File: config.mk
export PLATFORM = sky130hd
export DESIGN_NAME = multi_debounce_unit
export DESIGN_NICKNAME = d
export VERILOG_FILES = /design/src/rtl/multi_debounce_unit.sv
export SDC_FILE = /design/constraint.sdc
export NUM_CORES = 1
export LEC_CHECK = 0
export ABC_CLOCK_PERIOD_IN_PS = 2000
export CELL_PAD_IN_SITES_DETAIL_PLACEMENT = 1
export CELL_PAD_IN_SITES_GLOBAL_PLACEMENT = 1
export CORE_MARGIN = 2
export CORE_UTILIZATION = 43
export DETAILED_ROUTE_END_ITERATION = 10
export PLACE_DENSITY = 0.84
export SLEW_MARGIN = 10
export SYNTH_ARGS = -nofsm -noshare
export SYNTH_HDL_FRONTEND = slang
export SYNTH_SLANG_ARGS = --single-unit
export TNS_END_PERCENT = 30
File: constraint.sdc
create_clock -name clock -period 2 [get_ports clock]
set_clock_uncertainty 0.1 [all_clocks]
set_input_delay 0.4 -clock clock [delete_from_list [all_inputs] [get_ports clock]]
set_output_delay 0.4 -clock clock [all_outputs]
set_load 0.05 [all_outputs]
File: src/rtl/multi_debounce_unit.sv
// multi_debounce_unit
// Multi-channel debouncer for active-low push-buttons. Each channel runs a
// synchroniser, a stability counter and a four-state qualification FSM.
// Qualified presses become sticky pending events. The consumer drains them
// one at a time, lowest channel index first, through a valid/acknowledge
// handshake.
//
// state        | meaning
// -------------+------------------------------------------------------------
// ST_IDLE      | button released and stable, waiting for a low sample
// ST_ARMING    | low seen, counting consecutive low samples toward a press
// ST_PRESSED   | press qualified, debounced level high
// ST_RELEASING | high seen while pressed, counting toward a release
module multi_debounce_unit #(
    parameter int CHANNELS      = 4,
    parameter int STABLE_CYCLES = 500000,
    parameter int CNT_WIDTH     = 20,
    parameter int SYNC_STAGES   = 2,
    parameter int ID_WIDTH      = (CHANNELS > 1) ? $clog2(CHANNELS) : 1
) (
    input  logic                clock,
    input  logic                reset_n,
    input  logic [CHANNELS-1:0] buttonNotPressed,
    input  logic                acknowledge,
    output logic                event_valid,
    output logic [ID_WIDTH-1:0] event_id,
    output logic [CHANNELS-1:0] debounce,
    output logic [CHANNELS-1:0] pending,
    output logic [CHANNELS-1:0] overrun
);

    typedef enum logic [1:0] {
        ST_IDLE      = 2'd0,
        ST_ARMING    = 2'd1,
        ST_PRESSED   = 2'd2,
        ST_RELEASING = 2'd3
    } state_t;

    // Terminal count of the stability counter.
    localparam logic [CNT_WIDTH-1:0] CNT_LAST = CNT_WIDTH'(STABLE_CYCLES - 1);

    // Reject parameter sets that cannot work.
    if (CHANNELS < 1 || CHANNELS > 32) begin : g_bad_channels
        $error("multi_debounce_unit: CHANNELS must be in 1..32");
    end
    if (STABLE_CYCLES < 2) begin : g_bad_stable
        $error("multi_debounce_unit: STABLE_CYCLES must be >= 2");
    end
    if (SYNC_STAGES < 2) begin : g_bad_sync
        $error("multi_debounce_unit: SYNC_STAGES must be >= 2");
    end
    if ((64'd1 << CNT_WIDTH) < 64'(STABLE_CYCLES)) begin : g_bad_cnt_width
        $error("multi_debounce_unit: CNT_WIDTH too narrow for STABLE_CYCLES");
    end
    if (ID_WIDTH < 1 || (CHANNELS > 1 && (64'd1 << ID_WIDTH) < 64'(CHANNELS))) begin : g_bad_id_width
        $error("multi_debounce_unit: ID_WIDTH cannot encode every channel");
    end

    // ------------------------------------------------------------------
    // Synchroniser: reset to released so nothing qualifies out of reset.
    // ------------------------------------------------------------------
    logic [CHANNELS-1:0] sync_q [SYNC_STAGES];
    logic [CHANNELS-1:0] btn_s;

    // Shift raw buttons through SYNC_STAGES flops.
    always_ff @(posedge clock or negedge reset_n) begin
        if (!reset_n) begin
            for (int k = 0; k < SYNC_STAGES; k++) begin
                sync_q[k] <= '1;
            end
        end else begin
            sync_q[0] <= buttonNotPressed;
            for (int k = 1; k < SYNC_STAGES; k++) begin
                sync_q[k] <= sync_q[k-1];
            end
        end
    end

    assign btn_s = sync_q[SYNC_STAGES-1];

    // ------------------------------------------------------------------
    // Per-channel qualification FSM and stability counter.
    // ------------------------------------------------------------------
    logic [CHANNELS-1:0] qual_vec;

    for (genvar i = 0; i < CHANNELS; i++) begin : g_chan
        state_t               state_q, state_d;
        logic [CNT_WIDTH-1:0] cnt_q, cnt_d;
        logic                 deb_q, deb_d;
        logic                 qual;

        // State, counter and debounced level registers.
        always_ff @(posedge clock or negedge reset_n) begin
            if (!reset_n) begin
                state_q <= ST_IDLE;
                cnt_q   <= '0;
                deb_q   <= 1'b0;
            end else begin
                state_q <= state_d;
                cnt_q   <= cnt_d;
                deb_q   <= deb_d;
            end
        end

        // Next state, counter update and press-qualified strobe.
        always_comb begin
            state_d = state_q;
            cnt_d   = cnt_q;
            qual    = 1'b0;
            case (state_q)
                ST_IDLE: begin
                    if (!btn_s[i]) begin
                        state_d = ST_ARMING;
                        cnt_d   = '0;
                    end
                end
                ST_ARMING: begin
                    if (btn_s[i]) begin
                        state_d = ST_IDLE;
                        cnt_d   = '0;
                    end else if (cnt_q == CNT_LAST) begin
                        state_d = ST_PRESSED;
                        cnt_d   = '0;
                        qual    = 1'b1;
                    end else begin
                        cnt_d = cnt_q + CNT_WIDTH'(1);
                    end
                end
                ST_PRESSED: begin
                    if (btn_s[i]) begin
                        state_d = ST_RELEASING;
                        cnt_d   = '0;
                    end
                end
                ST_RELEASING: begin
                    if (!btn_s[i]) begin
                        // Release bounce: back to pressed, no new event.
                        state_d = ST_PRESSED;
                        cnt_d   = '0;
                    end else if (cnt_q == CNT_LAST) begin
                        state_d = ST_IDLE;
                        cnt_d   = '0;
                    end else begin
                        cnt_d = cnt_q + CNT_WIDTH'(1);
                    end
                end
                default: begin
                    state_d = ST_IDLE;
                    cnt_d   = '0;
                end
            endcase
            // Debounced level follows the next state so the flop tracks state_q exactly.
            deb_d = (state_d == ST_PRESSED) || (state_d == ST_RELEASING);
        end

        assign qual_vec[i] = qual;
        assign debounce[i] = deb_q;
    end

    // ------------------------------------------------------------------
    // Event queue, arbitration and handshake.
    // ------------------------------------------------------------------
    logic [CHANNELS-1:0] pending_q, pending_d;
    logic [CHANNELS-1:0] overrun_q, overrun_d;
    logic [CHANNELS-1:0] clr_vec;

    // Lowest-index pending channel wins; id is 0 when nothing is pending.
    always_comb begin
        event_id = '0;
        for (int k = CHANNELS - 1; k >= 0; k--) begin
            if (pending_q[k]) begin
                event_id = ID_WIDTH'(k);
            end
        end
    end

    assign event_valid = |pending_q;

    // Acknowledged channel clears; new presses set; a press onto an
    // uncleared pending bit flags overrun.
    always_comb begin
        clr_vec = '0;
        if (acknowledge && event_valid) begin
            clr_vec = CHANNELS'(1) << event_id;
        end
        pending_d = (pending_q & ~clr_vec) | qual_vec;
        overrun_d = (overrun_q & ~clr_vec) | (qual_vec & pending_q & ~clr_vec);
    end

    // Pending and overrun registers.
    always_ff @(posedge clock or negedge reset_n) begin
        if (!reset_n) begin
            pending_q <= '0;
            overrun_q <= '0;
        end else begin
            pending_q <= pending_d;
            overrun_q <= overrun_d;
        end
    end

    assign pending = pending_q;
    assign overrun = overrun_q;

endmodule

==> results.py <==
metrics = {
    "routing": {
        "viasPerCell": 6.360,
        "drt-total-wl_um": 19660,
        "dr.pass1.iters": 6,
        "wl_per_cell_um": 22.78,
        "antenna_left": 0,
        "via_count": 5489,
        "post-route-drc-count": 0,
        "dr.first_iter.drc_count": 384,
    },
    "clock_tree": {
        "cts.reportedPaths.clkPinSlew_ns": 0.08,
        "root_buffer": "clkbuf_16",
        "clk_path_buf_depth": 2,
        "cts_tree": "done",
        "cts_made_buffers": 9,
        "worstSkewPairLatency_ns": 0.36,
        "cts.htree.levels": 3,
        "cts_sinks": 107,
    },
    "synth": {
        "synth_ff_type": "dfrtp_1",
        "netlist_area_um2": 5592,
        "async_reset_ff_share_pct": 100.0,
        "synth_seq_cells": 107,
        "netlist.area_leader.share_pct": 44.31,
        "synth_warnings": 0,
        "ys_top_cells_by_area": "dfrtp_1 (44%), nand2_1 (4.9%), a31oi_1 (4.4%), dfstp_2 (3.8%), a21oi_1 (3.7%)",
        "syn_nets": 605,
        "seq_area_frac_synth_pct": 48.06,
        "synth_top_area_cell": "dfrtp_1",
        "syn-instance-count": 594,
        "syn_area_per_cell_um2": 9.413,
        "ys_types": 62,
        "synth_edf_count": 0,
    },
    "setup_path": {
        "cp-start-kind": "register",
        "reg2reg_from": "g_chan[1].cnt_q[10]",
        "r2r_cells": 6,
        "reg2reg_setup_slack_ns": -0.20,
        "criticalPathCategory": "register to register",
        "cpPeakStageDelay_ns": 0.57,
        "cp.required_ns": 2.12,
        "critical-path-slowest-cell": "or4b_4",
        "crit_chain": "or4b_4 -> nor4_4 -> buf_4 -> a21oi_2 -> o21ai_1 -> a31oi_1",
        "cp_max_fo": 6,
        "arrival_ns": 2.32,
        "crit_start": "g_chan[1].cnt_q[10]",
        "endpoint": "g_chan[1].cnt_q[5]",
        "timing.rr.end": "g_chan[1].cnt_q[5]",
        "critPathCaptureType": "register",
    },
    "final_layout": {
        "nets": 697,
        "syn_to_final_growth_pct": 30.03,
        "fillers": 1418,
        "diodes": 0,
        "final_cell_count_no_fill": 863,
        "stdcell_area_um2": 7271,
        "layout_commonest_cell": "dfrtp_1",
        "drive_above_1_share_pct": 27.64,
        "layout_common_cells": "dfrtp_1 (99), buf_4 (83), nand2_1 (72)",
    },
    "grt": {
        "grt_usage_pct": 25.53,
        "grt_pass1_wl_um": 28660,
        "gr-total-overflow": 0,
        "antenna_found_initial": 0,
        "grt_start_max_net_pins": 35,
        "grt_pass1_vias": 5608,
    },
    "floorplan": {
        "fp.dieW_um": 118.0,
        "dieArea_um2": 13930,
        "core_um2": 12670,
        "num_io_pins": 22,
        "initial_core_util_pct": 44.13,
        "die_h_um": 118.0,
        "rows": 41,
    },
    "sta": {
        "max_freq_mhz": 454.3,
        "slew_violations": 0,
        "worst-slew-pin-transition_ns": 0.9967,
        "finalHoldViolCount": 0,
        "worst_slack_ns": -0.2010,
        "setup_viol": 54,
        "rsz0062_at_grt": "yes",
        "period_share_pct": 110.1,
        "min_period_ns": 2.201,
        "slew_headroom_pct": 33.31,
        "setup_tns_ns": -4.760,
    },
    "placed_design": {
        "io_buffers": 21,
        "gp_congestion": 0.8301,
        "dp_slack_ns": -0.1497,
        "dpl.hpwl_um": 11460,
        "dpl_cell_area_um2": 6518,
        "dp.cells": 835,
    },
    "power_and_ir_drop": {
        "total_power_w": 0.004398,
        "power.density_nw_per_um2": 604.9,
        "irDropWorstVdd_mv": 0.4315,
        "leakagePower_nw": 3.105,
    },
    "min_path": {
        "hp-class": "register to register",
    },
    "job": {
        "cap_violations": 0,
    },
    "outcome": {
        "violations": "negative setup slack",
        "status": "complete, but fails checks",
    },
}
## flip-flops by register name, indices dropped and copies added, names as in the netlist
signal	cells
g_chan.cnt_q	80
pending	4
sync_q	4
btn_s	4
g_chan.deb_q	4
g_chan.state_q	7
overrun	4
## power breakdown
group / switching, W / internal (W)
registers: 0.0000583 / 0.00221
logic: 0.000238 / 0.000159
clock network: 0.000851 / 0.000880
total: 0.00115 / 0.00325
## area by class of cell
class                           instances  area, µm²  share of cell area [%]
Inverter                               14      52.55                  0.7228
Multi-Input combinational cell        448       3067                   42.18
Clock buffer                           12      246.5                   3.390
Tap cell                              172      215.2                   2.960
Timing Repair Buffer                  106      975.9                   13.42
Clock inverter                          4      26.28                  0.3614
Sequential cell                       107       2688                   36.96
## worst max-delay path: cells and delay by family (launching register included)
kind / cells / cell delay, ns
compound gates: 3 / 0.41
buf+inv: 1 / 0.19
flops: 1 / 0.39
simple gates: 2 / 0.97
## worst min path at each step
stage / start / endpoint / depth (start not counted)
finish: sync_q[7] / btn_s[3] / 0
global route: sync_q[7] / btn_s[3] / 0
CTS: sync_q[7] / btn_s[3] / 0
detailed placement: reset_n / g_chan[3].cnt_q[9] / 1
global placement: reset_n / g_chan[3].cnt_q[9] / 1
floorplan: reset_n / g_chan[0].cnt_q[0] / 0
## cells by family after synthesis
kind of cell / count (synthesis) / share of synthesized area [%]
and+or+nand+nor: 249 / 24.21
AOI/OAI and AO/OA: 172 / 19.98
DFF: 107 / 48.06
buffers and inverters: 40 / 3.177
xor gates and xnor gates: 14 / 2.193
muxes: 8 / 1.477
adders and majority gates: 4 / 0.8951
## layer usage
metal  vias to the layer above  track usage, %  wire (µm)  share of wire (%)
met4                         0           11.07        624                3.2
met1                      2823           30.28       7725                 39
met2                       205           45.68      10390                 53
li1                       2409               -          -                  -
met3                        52           3.924        920                4.7
met5                         -               0          0                  0
## cell usage after synthesis (all sizes together), types with 5 or more instances
library cell and n:
o21ai 31, and2 11, a22o 14, nor4b 5, dfrtp 99, nor4 8, inv 14, clkbuf 11
nor2 31, or2 6, nand3 37, nand2b 8, a41oi 7, mux2i 6, dfstp 8, o211ai 7
a31oi 41, nor3 13, and3 10, a21oi 42, buf 15, and4 7, xnor2 9, nand4 20
xor2 5, nand2 73, or4 5, a21o 8, o31ai 6
## what timing repair did
item	CTS	global route
hold endpoints to repair	23	0
buffers inserted	1	7
pin swaps	13	14
hold buffers	1	0
setup endpoints to repair	40	84
gates resized for setup	29	53
cloned	1	2
## metrics by stage
stage          utilization (%)  hold slack [ns]
6_report                 57.38           0.2482
4_1_cts                  54.56           0.2529
3_3_place_gp             51.44           0.2451
2_1_floorplan                -         0.004409
3_5_place_dp             51.44           0.2469
5_1_grt                  57.38           0.2505
Power figures use the tool's default switching activity.
